==> src/rtl/uart_transmitter_param.sv <==
// Buffered UART transmitter: FIFO_DEPTH-entry queue feeding an 8N1/8N2-style framer; start bit two cycles after a write into an idle, empty unit.
// A write to a full buffer is dropped and pulses overflow; define UART_TRANSMITTER_PARITY_EN to add a parity bit after the data bits.
module uart_transmitter_param #(
  parameter int DATA_WIDTH   = 8,
  parameter int FIFO_DEPTH   = 32,
  parameter int BASE_DIVISOR = 16
) (
  input  logic                          clock,
  input  logic                          reset,
  input  logic                          write_enable,
  input  logic [DATA_WIDTH-1:0]         data,
  input  logic [$clog2(FIFO_DEPTH):0]   buffer_full_threshold,
  input  logic [1:0]                    baudrate_select,
  input  logic                          two_stop_bits,
  input  logic                          parity_odd,
  output logic                          buffer_full,
  output logic                          buffer_empty,
  output logic                          overflow,
  output logic                          busy,
  output logic                          data_out
);

  localparam int AW = $clog2(FIFO_DEPTH);
  localparam int CW = AW + 1;
  localparam int BW = $clog2(BASE_DIVISOR * 8 + 1);
  localparam int IW = $clog2(DATA_WIDTH);
  localparam logic [CW-1:0] DEPTH_C = CW'(FIFO_DEPTH);

`ifdef UART_TRANSMITTER_PARITY_EN
  typedef enum logic [2:0] {IDLE, START, DATA, PARITY, STOP} state_t;
`else
  typedef enum logic [2:0] {IDLE, START, DATA, STOP} state_t;
`endif

  state_t                state_q, state_d;
  logic [DATA_WIDTH-1:0] mem [FIFO_DEPTH];
  logic [AW-1:0]         wr_ptr_q, rd_ptr_q;
  logic [CW-1:0]         count_q, count_d, thr_eff;
  logic                  full_q, empty_q, ovf_q, line_q, busy_q;
  logic                  line_d, busy_d;
  logic [DATA_WIDTH-1:0] shift_q, shift_d, head;
  logic [IW-1:0]         bit_q, bit_d;
  logic [BW-1:0]         cnt_q, cnt_d, period;
  logic [1:0]            sel_q, sel_d;
  logic                  two_q, two_d, stop2_q, stop2_d;
  logic                  wr_acc, pop, load, bit_done, nonempty;
`ifdef UART_TRANSMITTER_PARITY_EN
  logic                  par_q, par_d;
`else
  logic                  unused_parity;
  assign unused_parity = parity_odd;
`endif

  // Acceptance depends only on the pre-edge occupancy, so a same-cycle pop never rescues a write.
  assign wr_acc   = write_enable && !reset && (count_q < DEPTH_C);
  assign nonempty = (count_q != '0);
  assign head     = mem[rd_ptr_q];
  assign count_d  = count_q + CW'(wr_acc) - CW'(pop);
  assign thr_eff  = (buffer_full_threshold == '0 || buffer_full_threshold > DEPTH_C)
                    ? DEPTH_C : buffer_full_threshold;
  assign period   = BW'(BASE_DIVISOR) << sel_q;
  assign bit_done = (cnt_q == period - BW'(1));

  always_comb begin
    state_d = state_q;
    shift_d = shift_q;
    bit_d   = bit_q;
    cnt_d   = cnt_q;
    sel_d   = sel_q;
    two_d   = two_q;
    stop2_d = stop2_q;
    load    = 1'b0;
    pop     = 1'b0;
`ifdef UART_TRANSMITTER_PARITY_EN
    par_d   = par_q;
`endif
    case (state_q)
      IDLE: load = nonempty;
      START: begin
        cnt_d = cnt_q + BW'(1);
        if (bit_done) begin
          state_d = DATA;
          cnt_d   = '0;
          bit_d   = '0;
        end
      end
      DATA: begin
        cnt_d = cnt_q + BW'(1);
        if (bit_done) begin
          cnt_d   = '0;
          shift_d = shift_q >> 1;
          bit_d   = bit_q + IW'(1);
          if (bit_q == IW'(DATA_WIDTH - 1)) begin
`ifdef UART_TRANSMITTER_PARITY_EN
            state_d = PARITY;
`else
            state_d = STOP;
`endif
          end
        end
      end
`ifdef UART_TRANSMITTER_PARITY_EN
      PARITY: begin
        cnt_d = cnt_q + BW'(1);
        if (bit_done) begin
          cnt_d   = '0;
          state_d = STOP;
        end
      end
`endif
      STOP: begin
        cnt_d = cnt_q + BW'(1);
        if (bit_done) begin
          cnt_d = '0;
          if (two_q && !stop2_q) stop2_d = 1'b1;
          else if (nonempty)     load    = 1'b1;
          else                   state_d = IDLE;
        end
      end
      default: state_d = IDLE;
    endcase

    // Frame settings are captured with the word so mid-frame input changes cannot tear a frame.
    if (load) begin
      pop     = 1'b1;
      state_d = START;
      shift_d = head;
      sel_d   = baudrate_select;
      two_d   = two_stop_bits;
      stop2_d = 1'b0;
      cnt_d   = '0;
`ifdef UART_TRANSMITTER_PARITY_EN
      par_d   = (^head) ^ parity_odd;
`endif
    end

    case (state_d)
      START:   line_d = 1'b0;
      DATA:    line_d = shift_d[0];
`ifdef UART_TRANSMITTER_PARITY_EN
      PARITY:  line_d = par_d;
`endif
      default: line_d = 1'b1;
    endcase
    busy_d = (state_d != IDLE);
  end

  always_ff @(posedge clock) begin
    if (wr_acc) mem[wr_ptr_q] <= data;
  end

  always_ff @(posedge clock) begin
    if (reset) begin
      state_q  <= IDLE;
      wr_ptr_q <= '0;
      rd_ptr_q <= '0;
      count_q  <= '0;
      full_q   <= 1'b0;
      empty_q  <= 1'b1;
      ovf_q    <= 1'b0;
      line_q   <= 1'b1;
      busy_q   <= 1'b0;
      shift_q  <= '0;
      bit_q    <= '0;
      cnt_q    <= '0;
      sel_q    <= '0;
      two_q    <= 1'b0;
      stop2_q  <= 1'b0;
`ifdef UART_TRANSMITTER_PARITY_EN
      par_q    <= 1'b0;
`endif
    end else begin
      state_q  <= state_d;
      if (wr_acc) wr_ptr_q <= wr_ptr_q + AW'(1);
      if (pop)    rd_ptr_q <= rd_ptr_q + AW'(1);
      count_q  <= count_d;
      full_q   <= (count_d >= thr_eff);
      empty_q  <= (count_d == '0);
      ovf_q    <= write_enable && !wr_acc;
      line_q   <= line_d;
      busy_q   <= busy_d;
      shift_q  <= shift_d;
      bit_q    <= bit_d;
      cnt_q    <= cnt_d;
      sel_q    <= sel_d;
      two_q    <= two_d;
      stop2_q  <= stop2_d;
`ifdef UART_TRANSMITTER_PARITY_EN
      par_q    <= par_d;
`endif
    end
  end

  assign buffer_full  = full_q;
  assign buffer_empty = empty_q;
  assign overflow     = ovf_q;
  assign busy         = busy_q;
  assign data_out     = line_q;

endmodule

==> config.mk <==
export PLATFORM = sky130hd
export DESIGN_NAME = uart_transmitter_param
export DESIGN_NICKNAME = d
export VERILOG_FILES = /design/src/rtl/uart_transmitter_param.sv
export SDC_FILE = /design/constraint.sdc
export NUM_CORES = 1
export LEC_CHECK = 0
export ABC_AREA = 0
export CORE_MARGIN = 4
export CORE_UTILIZATION = 25
export DETAILED_ROUTE_END_ITERATION = 10
export HOLD_SLACK_MARGIN = 0.08
export PLACE_DENSITY_LB_ADDON = 0.05
export REMOVE_ABC_BUFFERS = 1
export SLEW_MARGIN = 10
export SYNTH_ARGS = -nofsm -noshare
export SYNTH_HDL_FRONTEND = slang
export SYNTH_SLANG_ARGS = --single-unit
==> constraint.sdc <==
create_clock -name clock -period 7 [get_ports clock]
set_input_delay 1.05 -clock clock [delete_from_list [all_inputs] [get_ports clock]]
set_output_delay 1.05 -clock clock [all_outputs]
set_load 0.05 [all_outputs]
==> metrics.md <==
| Metric | Value |
|---|---|
| Status | `complete, no violations` |
| R2R Setup Slk | `2.69 ns` |
| Leak Pwr | `4.57 nW` |
| Setup_tns | `0 ns` |
| CP top delay family | `compound AO/OA/AOI/OAI gates` |
| Fin. max-slew vios | `0` |
| Most frequent cell after synthesis | `edfxtp_1` |
| Initial DRC Count | `365` |
| Post-DP HPWL | `20.0 mm` |
| Port bufs | `24` |
| Dpl ws | `2.23 ns` |
| Slowest-stage cell, CP | `a22o_1` |
| ANT nets after route | `0` |
| Fin crit period | `4.31 ns` |
| Setup ws final | `2.69 ns` |
| Mapped Area | `12,500 µm²` |
| Largest net degree at the start of global routing | `55` |
| Via-to-Cell Ratio | `4.39` |
| Clock Latency Late Sink | `0.55 ns` |
| Setup bufs post-CTS | `0` |
| Syn Area/Cell | `17.7 µm²` |
| Sequential area share after synthesis | `69.9%` |
| Share of total power in the clock network | `38.2%` |
| RR Startpoint | `cnt_q[0]$_SDFFE_PP0P_` |
| Depth of the CTS H-tree | `2` |
| Comb pwr share | `18.4%` |
| EDFF count, synth | `256` |
| Number of global-route vias before repair | `6,929` |
| Mapped Cells | `707` |
| Final setup vio count | `0` |
| Post-CTS sizing | `0` |
| VDD IR-drop max | `0.150 mV` |
| Critical Path Sink | `buffer_full$_SDFF_PP0_` |
| WL/cell | `22.2 µm` |
| Maxcap violations | `0` |
| Synthesized flop and latch total | `308` |
| TritonCTS Buffers | `38` |
| Clk buf depth | `3` |
| Netlist cell types | `54` |
| Count of final hold-check violations | `0` |
| Area of the core | `49,200 µm²` |
| Crit path capture type | `flop` |
| Worst slew pin tran | `1.19 ns` |
| RSZ-0062 raised after global routing | `false` |
| Tot Pwr | `4.94 mW` |
| Worst Hold Class | `reg -> reg` |
| Synth top cells by count | `edfxtp_1 (256), mux4_2 (79), nor2_1 (66)` |
| Die ar. | `53,600 µm²` |
| Synth area leaders | `edfxtp_1 (62%), mux4_2 (14%), dfxtp_1 (8.3%), ha_1 (2.1%), nor2_1 (2.0%)` |
| Die X | `232 µm` |
| Delay of the slowest critical-path stage | `0.77 ns` |
| Share of cells above drive strength 1 | `20.6%` |
| Power density cells | `337 nW/µm²` |
| Routed via count | `6,319` |
| Die Ht | `232 µm` |
| Crit-path max FO | `19` |
| Net Sw Frac | `26.5%` |
| Hold bufs inserted after CTS | `0` |
| Cell mode on critical path | `ha_1` |
| Ys Warns | `0` |
| Setup crit start kind | `flop` |
| Synth top area share | `61.5%` |
| Flop pwr share | `43.4%` |
| I/O pin total | `26` |
| CTS tree | `built` |
| CTS root buf | `clkbuf_16` |
| Slew HR | `20.6%` |
| Req. time, crit path | `7.37 ns` |
| Antenna violations before repair | `1` |
| Crit path depth | `16` |
| Pint | `3.63 mW` |
| Worst setup path startpoint | `cnt_q[0]$_SDFFE_PP0P_` |
| Buffers and inverters on the worst path | `1` |
| 1st-pass router iterations | `4` |
| Tcrit/Tclk final | `61.6%` |
| Most used flip-flop cell after synthesis | `edfxtp_1` |
| Congestion Overflow GR | `0` |
| R2R Path End | `buffer_full$_SDFF_PP0_` |
| Fin nets | `792` |
| Area leader, netlist | `edfxtp_1` |
| DRC viols | `0` |
| CTS Sinks | `308` |
| Worst-case reg-to-reg path depth | `16` |
| Final cell utilization of the core | `29.8%` |
| Detailed Route WL | `31.9 mm` |
| GPL Wtd Cong | `0.700` |
| Critical Path AT | `4.68 ns` |
| Gr usage total | `12.2%` |
| CP Cell Sequence | `ha_1 > and4b_1 > o21ai_1 > a211oi_4 > a22o_1 > nand2b_1 > ha_1 > a21o_1 > a21oi_1 > o21bai_1 > a21oi_1 > xnor2_1 > inv_1 > ha_1 > nor2_1 > a211oi_1` |
| NetSw | `1.31 mW` |
| FFs w/ async S/R, synth | `0%` |
| Clock transition at path regs | `0.06 ns` |
| Clock Skew | `0.0196 ns` |
| Final hold slack | `0.468 ns` |
| Peak Freq | `232 MHz` |
| Initial Utilization | `25.4%` |
| Area growth from synthesis to layout | `17.3%` |
| Global-route wire length before repair | `47.3 mm` |
| WS Path Type | `reg -> reg` |
| FP Rows | `81` |
how the worst min path moves through the flow:
stage | endpoint | from | cells after the start | slack, ns
2_1_floorplan | stop2_q$_SDFFE_PP0P_ | stop2_q$_SDFFE_PP0P_ | 2 | 0.43
3_3_place_gp | stop2_q$_SDFFE_PP0P_ | stop2_q$_SDFFE_PP0P_ | 2 | 0.45
3_5_place_dp | shift_q[7]$_SDFFE_PP0P_ | shift_q[7]$_SDFFE_PP0P_ | 2 | 0.46
4_1_cts | shift_q[7]$_SDFFE_PP0P_ | shift_q[7]$_SDFFE_PP0P_ | 2 | 0.47
5_1_grt | shift_q[7]$_SDFFE_PP0P_ | shift_q[7]$_SDFFE_PP0P_ | 2 | 0.50
6_report | shift_q[7]$_SDFFE_PP0P_ | shift_q[7]$_SDFFE_PP0P_ | 2 | 0.47
placed cells by master, fill, tap and decap left out, drive strengths merged, types with 2 or more instances in the layout:
cell type      Yosys  layout
a211oi             9       9
a21o               2       2
a21oi             19      19
a22oi              3       3
and2               2       2
and3              10      10
and4               2       2
buf               16      12
bufinv             0       3
clkbuf            15      49
clkdlybuf4s50      0      21
clkinv             0      14
dfxtp             52      52
edfxtp           256     256
ha                21      21
inv               18      19
mux2               4       4
mux2i              8       8
mux4              79      79
nand2             38      38
nand2b            10      10
nand3              7       7
nand3b             4       4
nand4              5       5
nor2              66      66
nor2b              4       4
nor3               5       5
nor3b              2       2
nor4bb             2       2
o21ai             11      11
or3                4       4
or3b               2       2
xnor2              7       7
xor2               9       9
power groups by stage:
stage	clock network [mW]	registers [mW]	logic [mW]
finish	1.89	2.14	0.910
global route	2.04	2.16	1.02
CTS	1.96	2.15	0.945
detailed placement	0	2.19	0.942
global placement	0	2.19	0.934
floorplan	0	2.21	0.621
stage by stage:
step                      std cells  instance area, µm²
after floorplan                 676               12300
after global routing           1440               14700
after global placement         1373               13500
after detailed placement       1373               13500
final                          1441               14700
after CTS                      1440               14700
registers in the layout, summed over array words and instances, names as in the netlist, 2 cells and up, named ones only:
signal	cells
count_q	6
cnt_q	8
shift_q	8
bit_q	3
sel_q	2
state_q	3
mem	256
rd_ptr_q	5
wr_ptr_q	5
layout make-up:
cell class / instances / area, µm²
fillers: 4840 / 34500
flip-flops and latches: 308 / 8730
multi-input cells: 350 / 3540
clock buffers: 49 / 1030
well taps: 664 / 831
repair buffers: 33 / 293
clock inverters: 18 / 156
inverters: 18 / 67.6
diodes: 1 / 2.50
routing by layer:
layer / wire (µm) / vias to the layer above / GRT usage [%]
met5: 0 / - / 0
met4: 614 / 0 / 3.14
met1: 13400 / 3306 / 15.0
li1: - / 2864 / -
met3: 1350 / 49 / 2.91
met2: 16500 / 100 / 21.5
cells by family after synthesis:
group           count (synthesis)  synth area share, %
xor+xnor                       16                 1.12
flops                         308                 69.9
mux                            91                 15.2
buf+inv                        49                 1.84
fa+ha+maj                      22                 2.26
other cells                     1               0.0300
compound gates                 55                 3.18
simple gates                  165                 6.47
worst register-to-register path, stage by stage, from the launching register on:
cell      delay, ns
dfxtp_1        0.36
ha_1           0.23
and4b_1        0.21
o21ai_1        0.12
a211oi_4       0.46
a22o_1         0.78
nand2b_1       0.24
ha_1           0.34
a21o_1         0.16
a21oi_1        0.23
o21bai_1       0.09
a21oi_1        0.18
xnor2_1        0.20
inv_1          0.09
ha_1           0.30
nor2_1         0.12
a211oi_1       0.06
(Power assumes the default switching activity.)
